File: src/rtl/fifo_arb_pkg.sv
// Shared types and helpers for the FIFO write-port arbiter.
// Latency: n/a (types and a combinational helper only).
// Backpressure: n/a.
package fifo_arb_pkg;

  // Widest requester vector the rotate helper accepts.
  localparam int MAX_REQ = 32;

  typedef enum logic {
    IDLE = 1'b0,
    LOCK = 1'b1
  } arb_state_t;

  // Returns the first set bit of valid[0..n-1], scanning from last+1 upward
  // with wrap. If none is set, returns last. Iterating from the farthest
  // distance down to the nearest makes the nearest hit the final assignment.
  function automatic int rr_next(input logic [MAX_REQ-1:0] valid,
                                 input int last,
                                 input int n);
    int k;
    rr_next = last;
    for (int i = n; i >= 1; i--) begin
      k = (last + i) % n;
      if (valid[k[4:0]]) rr_next = k;
    end
  endfunction

endpackage

File: src/rtl/fifo_rr_pick.sv
// Rotate-priority picker: the first valid requester after last_grant, with wrap.
// Latency: purely combinational.
// Backpressure: none; found=0 when no requester is valid (idx then echoes last_grant).
// Ports: valid (per-requester), last_grant (rotation origin) -> found, idx.
module fifo_rr_pick
  import fifo_arb_pkg::*;
#(
  parameter int NUM_REQ = 4
) (
  input  logic [NUM_REQ-1:0]         valid,
  input  logic [$clog2(NUM_REQ)-1:0] last_grant,
  output logic                       found,
  output logic [$clog2(NUM_REQ)-1:0] idx
);

  localparam int IW = $clog2(NUM_REQ);

  logic [MAX_REQ-1:0] v_ext;
  int                 pick;

  always_comb begin
    v_ext                = '0;
    v_ext[NUM_REQ-1:0]   = valid;
    pick                 = rr_next(v_ext, int'(last_grant), NUM_REQ);
    found                = |valid;
    idx                  = IW'(pick);
  end

endmodule

File: src/rtl/fifo_wr_arbiter.sv
// Round-robin arbiter sharing one FIFO write port among NUM_REQ valid/ready streams.
// Latency: zero; a word is accepted and written to the FIFO on the same edge.
// Backpressure: fifo_full blocks every transfer that cycle; a locked owner stalls in place.
// Ports: req_valid/req_data/req_ready per requester; fifo_full in; wr_en/data_wr to the
//        FIFO; grant_id (current or last grant) and locked (burst in progress) for status.
module fifo_wr_arbiter
  import fifo_arb_pkg::*;
#(
  parameter int NUM_REQ    = 4,
  parameter int DATA_WIDTH = 8,
  parameter int MAX_BURST  = 4
) (
  input  logic                          clk,
  input  logic                          rst_n,
  input  logic [NUM_REQ-1:0]            req_valid,
  input  logic [NUM_REQ*DATA_WIDTH-1:0] req_data,
  output logic [NUM_REQ-1:0]            req_ready,
  input  logic                          fifo_full,
  output logic                          wr_en,
  output logic [DATA_WIDTH-1:0]         data_wr,
  output logic [$clog2(NUM_REQ)-1:0]    grant_id,
  output logic                          locked
);

  localparam int IW = $clog2(NUM_REQ);
  localparam int CW = $clog2(MAX_BURST + 1);
  localparam bit LOCK_EN = (MAX_BURST > 1);

  arb_state_t    state;
  logic [IW-1:0] owner;
  logic [IW-1:0] last_grant;
  logic [CW-1:0] burst_cnt;

  logic          found;
  logic [IW-1:0] win;
  logic [IW-1:0] sel;
  logic          xfer;

  fifo_rr_pick #(.NUM_REQ(NUM_REQ)) u_pick (
    .valid      (req_valid),
    .last_grant (last_grant),
    .found      (found),
    .idx        (win)
  );

  // Which requester is presented this cycle and whether its word moves.
  always_comb begin
    sel  = last_grant;
    xfer = 1'b0;
    if (state == LOCK) begin
      sel  = owner;
      xfer = req_valid[owner] & ~fifo_full;
    end else begin
      sel  = found ? win : last_grant;
      xfer = found & ~fifo_full;
    end
  end

  // Outputs are gated by rst_n so they drop the instant reset asserts,
  // independent of the register reset values (last_grant resets non-zero).
  always_comb begin
    wr_en     = xfer & rst_n;
    req_ready = wr_en ? (NUM_REQ'(1) << sel) : '0;
    data_wr   = wr_en ? req_data[sel*DATA_WIDTH +: DATA_WIDTH] : '0;
    grant_id  = rst_n ? sel : '0;
    locked    = rst_n & (state == LOCK);
  end

  always_ff @(posedge clk or negedge rst_n) begin
    if (!rst_n) begin
      state      <= IDLE;
      owner      <= '0;
      last_grant <= IW'(NUM_REQ - 1);
      burst_cnt  <= '0;
    end else begin
      case (state)
        IDLE: begin
          if (found && !fifo_full) begin
            if (LOCK_EN) begin
              state     <= LOCK;
              owner     <= win;
              burst_cnt <= CW'(1);
            end else begin
              last_grant <= win;
            end
          end
        end
        LOCK: begin
          if (!req_valid[owner]) begin
            // Owner dropped: this cycle is the bubble, release the lock.
            state      <= IDLE;
            last_grant <= owner;
            burst_cnt  <= '0;
          end else if (!fifo_full) begin
            if (burst_cnt == CW'(MAX_BURST - 1)) begin
              state      <= IDLE;
              last_grant <= owner;
              burst_cnt  <= '0;
            end else begin
              burst_cnt <= burst_cnt + CW'(1);
            end
          end
        end
        default: state <= IDLE;
      endcase
    end
  end

endmodule

File: config.mk
export PLATFORM = sky130hd
export DESIGN_NAME = fifo_wr_arbiter
export DESIGN_NICKNAME = d
export VERILOG_FILES = /design/src/rtl/fifo_arb_pkg.sv /design/src/rtl/fifo_rr_pick.sv /design/src/rtl/fifo_wr_arbiter.sv
export SDC_FILE = /design/constraint.sdc
export NUM_CORES = 1
export LEC_CHECK = 0
export CAP_MARGIN = 40
export CELL_PAD_IN_SITES_DETAIL_PLACEMENT = 0
export CELL_PAD_IN_SITES_GLOBAL_PLACEMENT = 1
export CORE_MARGIN = 2
export CORE_UTILIZATION = 43
export DETAILED_ROUTE_END_ITERATION = 6
export DONT_BUFFER_PORTS = 1
export PLACE_DENSITY_LB_ADDON = 0.3
export RECOVER_POWER = 100
export SYNTH_ARGS = -nofsm -noshare
export SYNTH_HDL_FRONTEND = slang
export SYNTH_SLANG_ARGS = --single-unit
File: constraint.sdc
create_clock -name clk -period 2 [get_ports clk]
set_input_delay 0.2 -clock clk [delete_from_list [all_inputs] [get_ports clk]]
set_output_delay 0.2 -clock clk [all_outputs]
set_load 0.05 [all_outputs]
Word-level counts from Yosys, hierarchy flattened

Cells that the tools add are included.

Register bits after elaboration: 8
Output and inout port bits: 16
Word-level logic and storage cells: 74

Add/sub/neg operators: 5
$lt $le $gt $ge: 5
Equality and inequality tests: 4
Shift operators: 2
Multiplexer cells: 34
Bitwise logic cells: 10
Reduce and logical (&&, ||, !) cells: 10

Operators with widths:

| cell                                                                   | number |
|---|---|
| 32-bit by 6-bit variable part select with 8-bit output                 | 1 |
| 5-bit by 6-bit < comparator with 1-bit output (second input constant)  | 4 |
| 2-bit two-way mux                                                      | 11 |
| 1-bit binary-select mux with 3-bit select                              | 4 |
| 3-bit two-way mux                                                      | 4 |
| 1-bit two-way mux                                                      | 10 |
| 8-bit two-way mux                                                      | 1 |
| 2-bit OR reduction                                                     | 4 |
| 3-bit case mux with 2 select lines                                     | 1 |
| 2-bit by 1-bit adder with 2-bit output (second input constant)         | 2 |
| 2-bit adder (second input constant)                                    | 2 |
| 1-bit AND                                                              | 4 |
| 1-bit AND (first input constant)                                       | 4 |
| 4-bit two-way mux                                                      | 1 |
| 2-bit AND reduction                                                    | 2 |
| 4-bit OR reduction                                                     | 1 |
| 1-bit by 2-bit left shift with 4-bit output (first input constant)     | 1 |
| 3-bit by 1-bit adder with 3-bit output (second input constant)         | 1 |
| 3-bit by 2-bit equality test with 1-bit output (second input constant) | 1 |
| 2-bit by 3-bit < comparator with 1-bit output (second input constant)  | 1 |
| 3-bit by 2-bit != test with 1-bit output (second input constant)       | 1 |
| 3-bit != test (second input constant)                                  | 1 |
| 3-bit AND reduction                                                    | 1 |
| 1-bit binary-select mux with 2-bit select                              | 1 |
| other kinds (5)                                                        | 6 |

Depth between registers and ports, before layout

Gate-level depths: netlist (run 1).

Word-level depth: 13
Depth in mapped cells: 7

Hierarchy

Synthesis (run 1) repeated with hierarchy kept, for this count alone.

Cell total of the unflattened synthesis: 111
Area, all modules: 875.8 um2

Modules (own cells, without submodules):

| module          | times used | cells an instance | area an instance (um2) |
|---|---|---|---|
| fifo_wr_arbiter | 1          | 97                | 803.3 |
| fifo_rr_pick    | 1          | 14                | 72.6 |

Worst setup path after synthesis (run 1)

OpenSTA, ideal clock, no wires.

Path type: register to output
Start point: register owner[0]
End point: output port req_ready[1]
Data arrival time: 2.651 ns
Path slack: -0.851 ns
Stages on the path, launching flop included: 5
Cell sequence: dfrtp_1 -> mux4_2 -> nand2_1 -> a21oi_2 -> nor3b_1

Longest elaborated chain between the ends: 6
Elaborated cells on any way between the ends: 8

Ends and longest elaborated chain:

| what                                      | RTL line              | source |
|---|---|---|
| start, declared                           | fifo_wr_arbiter.sv:30 | `logic [IW-1:0] owner;` |
| start signal, assigned                    | fifo_wr_arbiter.sv:81 | `owner <= win;` |
| 1-bit binary-select mux with 2-bit select | fifo_wr_arbiter.sv:52 | `xfer = req_valid[owner] & ~fifo_full;` |
| 1-bit two-way mux (implied by the code)   | fifo_wr_arbiter.sv:52 |  |
| 1-bit AND                                 | fifo_wr_arbiter.sv:52 |  |
| 1-bit two-way mux                         | fifo_wr_arbiter.sv:50 | `if (state == LOCK) begin` |
| 1-bit AND                                 | fifo_wr_arbiter.sv:62 | `wr_en = xfer & rst_n;` |
| net wr_en                                 | fifo_wr_arbiter.sv:19 | `output logic wr_en,` |
| 4-bit two-way mux                         | fifo_wr_arbiter.sv:63 | `req_ready = wr_en ? (NUM_REQ'(1) << sel) : '0;` |
| end, declared                             | fifo_wr_arbiter.sv:17 | `output logic [NUM_REQ-1:0] req_ready,` |

The timed path passes the listed nets, and every way through them passes these cells. The select of a mux whose other input is x is not followed.

Worst setup path in the final report (run 1)

Start point: register last_grant[1]
End point: output port data_wr[6]

Longest elaborated chain between the ends: 13
Elaborated cells on any way between the ends: 28

Ends and longest elaborated chain:

| what                                                       | RTL line              | source |
|---|---|---|
| start, declared                                            | fifo_wr_arbiter.sv:31 | `logic [IW-1:0] last_grant;` |
| start signal, assigned                                     | fifo_wr_arbiter.sv:73 | `last_grant <= IW'(NUM_REQ - 1);` |
| start signal, assigned                                     | fifo_wr_arbiter.sv:84 | `last_grant <= win;` |
| start signal, assigned                                     | fifo_wr_arbiter.sv:92 | `last_grant <= owner;` |
| 2-bit by 1-bit adder with 2-bit output                     | fifo_arb_pkg.sv:23    | `k = (last + i) % n;` |
| 2-bit OR reduction (no source line)                        | n/a                   |  |
| 1-bit AND (no source line)                                 | n/a                   |  |
| 1-bit binary-select mux with 3-bit select                  | fifo_arb_pkg.sv:24    | `if (valid[k[4:0]]) rr_next = k;` |
| 1-bit two-way mux (implied by the code)                    | fifo_arb_pkg.sv:24    |  |
| 2-bit two-way mux (4 in series)                            | fifo_arb_pkg.sv:24    |  |
| 2-bit two-way mux (*)                                      | fifo_wr_arbiter.sv:54 | `sel = found ? win : last_grant;` |
| 2-bit two-way mux (*)                                      | fifo_wr_arbiter.sv:50 |  |
| 32-bit by 6-bit variable part select with 8-bit output (*) | fifo_wr_arbiter.sv:64 | `data_wr = wr_en ? req_data[sel*DATA_WIDTH +: DATA_WIDTH] : '0;` |
| 8-bit two-way mux (*)                                      | fifo_wr_arbiter.sv:64 |  |
| end, declared                                              | fifo_wr_arbiter.sv:20 | `output logic [DATA_WIDTH-1:0] data_wr,` |

Every way passes the cells marked *; elsewhere a longest branch is shown, timed or not. The select of a mux whose other input is x is not followed.

==> run_results.csv, run 1 <==
group,metric,value,unit
synth,synth_edf_count,0,
global_routing,grt_use_total,23.9,%
floorplanning,die_h,49.6,um
clock_tree,cts.sinks,8,
place,place_congestion,0.787,
sta,fmax,0.405,GHz
power,power_density,1910,nW/um2
power,ir_drop,1.18,mV
sta,rsz0062_at_grt,"yes",
power,seq_power_share,10.2,%
layout,area_growth,89.8,%
clock_tree,clk_pin_slew,0.07,ns
floorplanning,start_util,45.7,%
floorplanning,rows,16,
worst_setup_path,critPathMaxFanout,8,
synth,ys_seq_elements,8,
run_status,violations,"negative setup slack",
layout,fin_nets,162,
clock_tree,insertion_delay,0.27,ns
floorplanning,fp.coreArea,1960,um2
drt,ant_nets,0,
power,internal-power,1.77,mW
layout,postLayoutCoreUtil,86.7,%
layout,final_common_cell,"mux2i_4",
clock_tree,clockBufferDepth,2,
place,place_hpwl,2020,um
sta,fin_hold_ws,0.172,ns
clock_tree,root_buffer,"clkbuf_4",
power,switching_power,1.47,mW
drt,drc,0,
power,netSwitchingFraction,45.4,%
sta,slew_headroom,65.8,%
sta,period_minus_slack,2.47,ns
power,fin_total_pwr,3.24,mW
worst_setup_path,arrival,2.27,ns
clock_tree,htreeDepth,1,
worst_setup_path,start_kind,"register",
job,drv_cap,0,
drt,dr_total_vias,920,
floorplanning,die_area,2460,um2
drt,routed_via_density,6.22,
min_path,hold_path_class,"primary input to register",
place,port_buffers,0,
power,clockPowerShare,4.3,%
drt,wl,3630,um
drt,drtIter0Drc,11,
synth,syn_inst,94,
global_routing,antenna_found_initial,0,
worst_setup_path,critPathRequiredTime,1.80,ns
floorplanning,chipWidth,49.6,um
layout,n_antenna_cell,0,
drt,dr.pass1.iters,4,
sta,fin_worst_skew,0.0186,ns
power,combinationalPowerShare,85.6,%
synth,synth_cell_types,37,
synth,yosysWarnings,0,
power,p_leak,0.611,nW
run_status,status,"finished, violations left",
sta,fin_crit_sh,124,%
sta,worst_pin_slew,0.516,ns
synth,synth.avg_cell_area,9.53,um2
global_routing,grt.overflow.total,0,
worst_setup_path,path_class,"register to primary output",
synth,ys_seq_area_share,22.6,%
global_routing,grt_max_degree,12,
clock_tree,numCtsBuffers,3,
synth,synth.net_count,134,
drt,wire_per_inst,24.5,um
synth,synth_area,896,um2
synth,synth-async-reset-ratio,100,%
global_routing,grt_pass1_wl,4450,um
synth,synth-main-ff-cell,"dfrtp_1",
sta,finalMaxSlewViolations,0,
layout,drive_gt1_share,62.0,%
sta,finalSetupViolations,14,
clock_tree,cts_tree,"yes",
layout,layout_common_cells,"16 x mux2i_4, 15 x buf_12, 9 x nor2_1, 8 x o22ai_4, 7 x buf_4",
worst_setup_path,cp-end-kind,"primary output",
layout,final.fill_count,90,
floorplanning,ioPinCount,55,
sta,finalHoldViolCount,0,
sta,final.setup.worst_slack,-0.471,ns
global_routing,grt_pass1_vias,922,
## cell usage after synthesis, types with 2 or more instances
library cell | number | share of area, %
o22ai_1 | 8 | 5.6
nor2_1 | 10 | 4.2
dfstp_2 | 2 | 5.9
dfrtp_1 | 6 | 17
a21oi_1 | 2 | 1.1
nand2_1 | 8 | 3.4
o21ai_1 | 2 | 1.1
inv_1 | 2 | 0.84
buf_6 | 2 | 2.5
mux2i_1 | 17 | 19
nor3b_1 | 2 | 1.7
mux2_1 | 2 | 2.5
and3_1 | 2 | 1.4
and2_1 | 2 | 1.4
mux2_2 | 2 | 2.5
buf_4 | 2 | 1.7
nand2b_1 | 3 | 2.1
## critical path, stage by stage, from the launching register on
cell and delay [ns]:
dfstp_2 0.60, nand3b_1 0.17, a31oi_4 0.23, o221a_4 0.29, clkbuf_16 0.19, mux2i_4 0.25, o22ai_4 0.11, buf_12 0.16
## state kept, by name, summed over array words and instances, names as in the netlist
signal      cells
state           1
burst_cnt       3
owner           2
last_grant      2
## cell type report
cell class                      instances  area, um2  area share (%)
Multi-Input combinational cell         79        990            58.2
Timing Repair Buffer                   28        440            25.9
Sequential cell                         8        203            11.9
Tap cell                               27       33.8            1.99
Clock buffer                            4       26.3            1.55
Inverter                                2       7.51           0.442
## power groups by stage
stage / Clock [mW] / Combinational [mW] / Sequential (mW)
6_report: 0.138 / 2.77 / 0.329
5_1_grt: 0.152 / 2.88 / 0.339
4_1_cts: 0.139 / 2.23 / 0.320
3_5_place_dp: 0 / 1.89 / 0.323
3_3_place_gp: 0 / 1.84 / 0.317
2_1_floorplan: 0 / 1.46 / 0.302
## per-layer routing
layer / vias to the layer above / track usage [%] / routed length (um)
li1: 402 / - / -
met1: 456 / 25.8 / 1200
met2: 58 / 46.2 / 2130
met3: 4 / 6.67 / 239
met4: 0 / 3.70 / 55
met5: - / 0 / 0
## cells by family (layout without fill, tap and decap cells)
family | after synthesis | after routing | share of synthesized area (%)
mux | 22 | 22 | 26.5
compound gates | 22 | 22 | 20.8
buf+inv | 7 | 34 | 7.26
flops | 8 | 8 | 22.6
simple gates | 34 | 34 | 21.4
fa+ha+maj | 1 | 1 | 1.40
## stage by stage
step                      TNS [ns]  cell area, um2  instances  setup slack, ns
after global routing         -6.68            1700        148           -0.551
after floorplan             -0.958            1040         94           -0.122
after CTS                    -4.38            1520        146           -0.377
after global placement       -1.40            1340        139           -0.146
final                        -5.59            1700        148           -0.471
after detailed placement     -1.98            1340        139           -0.227
## worst paths after layout
check	startpoint	to	slack (ns)	cells after the start
min reg2reg	burst_cnt[1]	burst_cnt[1]	0.53	2
max reg2reg	owner[0]	last_grant[1]	0.17	4
min	fifo_full	state	0.17	3
max in group asynchronous	rst_n	last_grant[0]	1.38	1
min in group asynchronous	rst_n	burst_cnt[1]	0.29	1
max	last_grant[1]	data_wr[6]	-0.47	7
## repair_timing
item | 4_1_cts | 5_1_grt
endpoints found under the hold margin | 8 | 0
gates resized for setup | 24 | 22
gates cloned | 0 | 1
setup endpoints to repair | 14 | 14
pin swaps | 1 | 11
buffers inserted | 2 | 1
hold buffers | 1 | 0
No activity file was read; power rests on OpenSTA's default activity.
==> run 2, diff against run 1 <==
- SKIP_LAST_GASP: unset -> 1
==> run 2 against run 1 <==
Effect of this change: the run still ends with negative setup slack left; register-to-register slack lost 0.03 ns; clock power is essentially flat; global-route usage shrank 0.19 points; maximum frequency grew 0.44%; routed wire length grew 3.0%; critical path type unchanged; largest cell class unchanged.
==> run_results.csv, run 2 (same netlist as run 1, synthesis figures left out) <==
group,metric,value,unit
worst_setup_path,path_class,"register to primary output",
layout,layout_common_cells,"16 x mux2i_4, 14 x buf_12, 9 x nor2_1, 8 x o22ai_4, 8 x buf_4",
worst_setup_path,cp-end-kind,"primary output",
layout,largest_reg_flops,3,
power,netSwitchingFraction,45.8,%
sta,setup_tns,-5.13,ns
power,seq_power_share,10.3,%
power,internal-power,1.76,mW
power,ir_drop,1.28,mV
sta,slew_headroom,65.8,%
layout,final_common_cell,"mux2i_4",
floorplanning,rows,16,
drt,drc,0,
floorplanning,ioPinCount,55,
place,port_buffers,0,
clock_tree,insertion_delay,0.27,ns
sta,finalSetupViolations,14,
drt,wire_per_inst,25.1,um
clock_tree,root_buffer,"clkbuf_4",
worst_setup_path,critPathMaxFanout,8,
run_status,status,"finished, violations left",
sta,period_minus_slack,2.46,ns
floorplanning,die_h,49.6,um
worst_setup_path,critPathRequiredTime,1.80,ns
clock_tree,htreeDepth,1,
sta,fin_crit_sh,123,%
sta,worst_pin_slew,0.517,ns
worst_setup_path,start_kind,"register",
power,clockPowerShare,4.3,%
global_routing,grt_max_degree,12,
layout,drive_gt1_share,62.3,%
drt,wl,3730,um
sta,fin_worst_skew,0.0221,ns
power,p_leak,0.613,nW
drt,routed_via_density,6.48,
drt,ant_nets,0,
global_routing,grt_pass1_wl,4430,um
sta,final.setup.worst_slack,-0.460,ns
worst_setup_path,arrival,2.26,ns
layout,reg.largest.list,"burst_cnt x3, last_grant x2, owner x2",
layout,fin_nets,163,
clock_tree,numCtsBuffers,3,
global_routing,grt_use_total,23.7,%
layout,regMostFlops,"burst_cnt",
place,place_congestion,0.787,
layout,multi_input_area,990,um2
drt,dr_total_vias,966,
run_status,violations,"negative setup slack",
floorplanning,chipWidth,49.6,um
power,switching_power,1.49,mW
power,power_density,1920,nW/um2
clock_tree,clockBufferDepth,2,
place,place_hpwl,2020,um
layout,design_area,1700,um2
global_routing,antenna_found_initial,0,
sta,finalMaxSlewViolations,0,
clock_tree,clk_pin_slew,0.07,ns
floorplanning,die_area,2460,um2
power,combinationalPowerShare,85.5,%
min_path,hold_path_class,"primary input to register",
drt,dr.pass1.iters,5,
global_routing,grt_pass1_vias,917,
clock_tree,cts.sinks,8,
floorplanning,fp.coreArea,1960,um2
layout,ff_latch_area,203,um2
drt,drtIter0Drc,57,
clock_tree,cts_tree,"yes",
sta,finalHoldViolCount,0,
layout,n_antenna_cell,0,
sta,fmax,0.406,GHz
floorplanning,start_util,45.7,%
layout,postLayoutCoreUtil,86.6,%
sta,rsz0062_at_grt,"yes",
layout,area_growth,89.7,%
place,placed_cell_area,1340,um2
global_routing,grt.overflow.total,0,
job,drv_cap,0,
layout,final.fill_count,88,
sta,fin_hold_ws,0.177,ns
[run 2: changes by cell type in the layout (fill, tap and decap cells not counted), sizes merged]
cell  delta
buf      +1
[run 2: power by group through the flow]
stage,Clock [mW],Sequential [mW],Combinational [mW]
after floorplan,0,0.302,1.46
after global placement,0,0.317,1.84
after detailed placement,0,0.323,1.89
after CTS,0.139,0.320,2.22
after global routing,0.157,0.336,2.88
final,0.139,0.334,2.78
[run 2: path summary, 6_finish.rpt]
path                               start       endpoint  slack, ns  depth (start not counted)
min                            fifo_full          state       0.18                          3
min in group asynchronous          rst_n   burst_cnt[1]       0.28                          1
max                        last_grant[1]     data_wr[5]      -0.46                          7
min reg2reg                 burst_cnt[2]   burst_cnt[2]       0.54                          1
max in group asynchronous          rst_n  last_grant[0]       1.38                          1
max reg2reg                     owner[0]  last_grant[0]       0.14                          4
[run 2: final cells by class]
type	count	area share, %
Clock buffer	4	1.55
Inverter	2	0.442
Multi-Input combinational cell	79	58.2
Sequential cell	8	11.9
Tap cell	27	1.99
Timing Repair Buffer	29	25.8
[run 2: timing repair]
action	in CTS	in global routing
buffers inserted	2	2
gates resized for setup	22	25
gates cloned	0	1
hold endpoints to repair	8	0
hold buffers	1	0
pin swaps	0	11
endpoints found under the setup margin	14	14
[run 2: worst max-delay path: stages, from the launching register on]
cell and delay, ns:
dfstp_2 0.61, nand3b_1 0.14, a31oi_4 0.22, o221a_4 0.29, clkbuf_16 0.19, mux2i_4 0.26
o22ai_4 0.12, buf_12 0.17
[run 2: per-layer routing]
metal | GRT usage [%] | wire length, um
met3 | 6.67 | 281
met2 | 45.3 | 2150
met4 | 3.70 | 98
met1 | 26.0 | 1210
met5 | 0 | 0
[run 2: per-stage QoR]
stage | instances | worst slack, ns | power (mW)
final | 149 | -0.460 | 3.25
after global placement | 139 | -0.146 | 2.15
after detailed placement | 139 | -0.227 | 2.21
after CTS | 146 | -0.377 | 2.68
after floorplan | 94 | -0.122 | 1.76
after global routing | 149 | -0.519 | 3.38
==> run 3, diff against run 2 <==
- ABC_AREA: unset -> 1
- CORE_UTILIZATION: 43 -> 41
- PLACE_DENSITY_LB_ADDON: 0.3 -> 0.08
==> run 3 against run 2 <==
Effect of this change: highest routed layer unchanged; the flow still finishes with violations (negative setup slack); register-to-register slack improved by 0.04 ns; sequential share of layout area decreased by 1.3 points; via count increased by 47%; critical path depth increased by 9; die area increased by 30%.
==> run_results.csv, run 3 <==
group,metric,value,unit
run_status,status,"finished, violations left",
run_status,violations,"negative setup slack",
place,place_congestion,0.783,
synth,syn_inst,189,
layout,largest_reg_flops,3,
clock_tree,cts.sinks,8,
synth,synth.avg_cell_area,5.98,um2
worst_setup_path,crit_cells,16,
clock_tree,root_buffer,"clkbuf_4",
layout,layout_common_cells,"42 x nand2_1, 18 x nand3_1, 16 x nand4_1, 16 x buf_12, 16 x buf_4",
floorplanning,rows,19,
synth,synth_cell_types,30,
clock_tree,htreeDepth,1,
worst_setup_path,endpoint,"data_wr[7]",
worst_setup_path,crit_chain,"buf_12, inv_8, nand2_4, nand2_2, nand2_4, nand2_2, inv_2, nand2_2, nand2_2, nand3_4, clkbuf_16, nand4_1, nand2_1, nor2_2, nor2_4, buf_12",
worst_setup_path,arrival,2.32,ns
drt,wl_met3,269,um
synth,yosysMostFrequentCell,"nand2_1",
synth,synth_edf_count,0,
sta,final.setup.worst_slack,-0.524,ns
worst_setup_path,critPathRequiredTime,1.80,ns
sta,finalSetupViolations,15,
clock_tree,insertion_delay,0.26,ns
synth,yosysWarnings,0,
clock_tree,clk_pin_slew,0.06,ns
sta,finalMaxSlewViolations,0,
drt,ant_nets,0,
global_routing,grt_pass1_vias,1416,
drt,dr_total_vias,1420,
place,placed_cell_area,1630,um2
clock_tree,cts_tree,"yes",
clock_tree,numCtsBuffers,3,
synth,synth_area,1130,um2
layout,n_antenna_cell,0,
drt,met2WireLength,1910,um
layout,drive_gt1_share,46.5,%
synth,ys_seq_elements,8,
drt,wire_per_inst,14.3,um
sta,fmax,0.396,GHz
floorplanning,die_area,3200,um2
worst_setup_path,ff2ff_path_depth,7,
sta,rsz0062_at_grt,"yes",
floorplanning,ioPinCount,55,
synth,synth_top_area_share,17.9,%
drt,wl_met1,1480,um
sta,worst_pin_slew,0.448,ns
global_routing,grt_max_degree,20,
global_routing,antenna_found_initial,0,
job,drv_cap,0,
worst_setup_path,rr_startpoint,"owner[0]",
drt,dr.pass1.iters,4,
worst_setup_path,cp_top_family,"simple AND/OR/NAND/NOR gates",
global_routing,grt_use_total,22.3,%
sta,period_minus_slack,2.52,ns
drt,routed_via_density,5.53,
worst_setup_path,startpoint,"last_grant[0]",
worst_setup_path,max_stage_delay,0.57,ns
drt,drtIter0Drc,55,
drt,drc,0,
synth,ys_top_cells_by_area,"nand2_1 18%, dfrtp_1 13%, nand3_1 8.8%",
min_path,hold_path_class,"primary input to register",
synth,synth-async-reset-ratio,100,%
sta,slew_headroom,69.9,%
place,port_buffers,0,
synth,synthTopCellsByCount,"54 x nand2_1, 24 x nor2_1, 20 x nand3_1, 17 x inv_1, 16 x nand4_1",
synth,yosys.area.top_type,"nand2_1",
worst_setup_path,path_class,"register to primary output",
floorplanning,die_h,56.5,um
synth,synth-main-ff-cell,"dfrtp_1",
global_routing,grt_pass1_wl,5860,um
worst_setup_path,cp-end-kind,"primary output",
drt,wl,3690,um
floorplanning,start_util,42.1,%
floorplanning,chipWidth,56.5,um
layout,area_growth,69.0,%
layout,design_area,1910,um2
layout,final_common_cell,"nand2_1",
sta,fin_worst_skew,0.0112,ns
worst_setup_path,r2r_setup_slack,0.18,ns
synth,synth.net_count,229,
worst_setup_path,cpMaxStageDelayCell,"dfstp_2",
global_routing,grt.overflow.total,0,
sta,fin_crit_sh,126,%
layout,regMostFlops,"burst_cnt",
floorplanning,fp.coreArea,2690,um2
layout,fin_nets,267,
sta,finalHoldViolCount,0,
worst_setup_path,start_kind,"register",
worst_setup_path,cpMostUsedCell,"nand2_2",
clock_tree,clockBufferDepth,2,
worst_setup_path,r2r_end,"burst_cnt[0]",
place,place_hpwl,2550,um
worst_setup_path,critPathBufInv,5,
drt,routed.top_layer,"met4",
layout,reg.largest.list,"burst_cnt x3, last_grant x2, owner x2",
sta,setup_tns,-6.24,ns
worst_setup_path,critPathMaxFanout,8,
synth,ys_seq_area_share,17.9,%
[run 3: kinds of logic (layout without fill, tap and decap cells)]
group	after synthesis	in the layout	synth area share, %
multiplexers	1	1	0.996
AO/OA/AOI/OAI	16	16	9.51
buffers and inverters	30	65	14.3
adder cells (fa/ha/maj)	1	1	1.11
AND/OR/NAND/NOR	133	135	56.2
flip-flops	8	8	17.9
[run 3: per-stage QoR]
step,instances,setup WS (ns),hold slack (ns),utilization [%]
CTS,253,-0.450,0.147,68.1
floorplan,189,-0.142,-0.0956,-
detailed placement,241,-0.322,-0.0954,60.7
global route,257,-0.634,0.154,71.2
global placement,241,-0.234,-0.0954,60.7
finish,257,-0.524,0.163,71.2
[run 3: worst reg2reg max path: cells and delay by family, from the launching register on]
family	cells	cell delay, ns
AND/OR/NAND/NOR	3	0.30
multiplexers	1	0.37
flip-flops	1	0.42
buffers and inverters	1	0.15
AO/OA/AOI/OAI	2	0.45
[run 3: cell type report]
cell class / instances / area, um2
Fill cell: 200 / 774
Tap cell: 31 / 38.8
Clock buffer: 4 / 26.3
Multi-Input combinational cell: 153 / 1010
Timing Repair Buffer: 40 / 543
Sequential cell: 8 / 203
Inverter: 21 / 86.3
[run 3: worst min path at each step]
stage / endpoint / startpoint / cells after the start
floorplan: burst_cnt[0] / rst_n / 0
global placement: burst_cnt[0] / rst_n / 0
detailed placement: burst_cnt[0] / rst_n / 0
CTS: state / fifo_full / 2
global route: state / fifo_full / 2
finish: state / fifo_full / 2
[run 3: metal layers]
metal	track usage, %	vias to the layer above
met1	27.0	656
li1	-	706
met2	39.7	54
met4	5.44	0
met5	0	-
met3	4.84	4
[run 3: timing repair]
action | in CTS | in global routing
cloned | 2 | 1
buffers inserted | 5 | 3
endpoints found under the hold margin | 8 | 0
gates resized for setup | 26 | 11
hold buffers | 1 | 0
endpoints found under the setup margin | 15 | 15
pin swaps | 1 | 10
Power of run 3 is not shown: default switching activity piles up to over one toggle a cycle in this logic, so the estimate is an artifact.
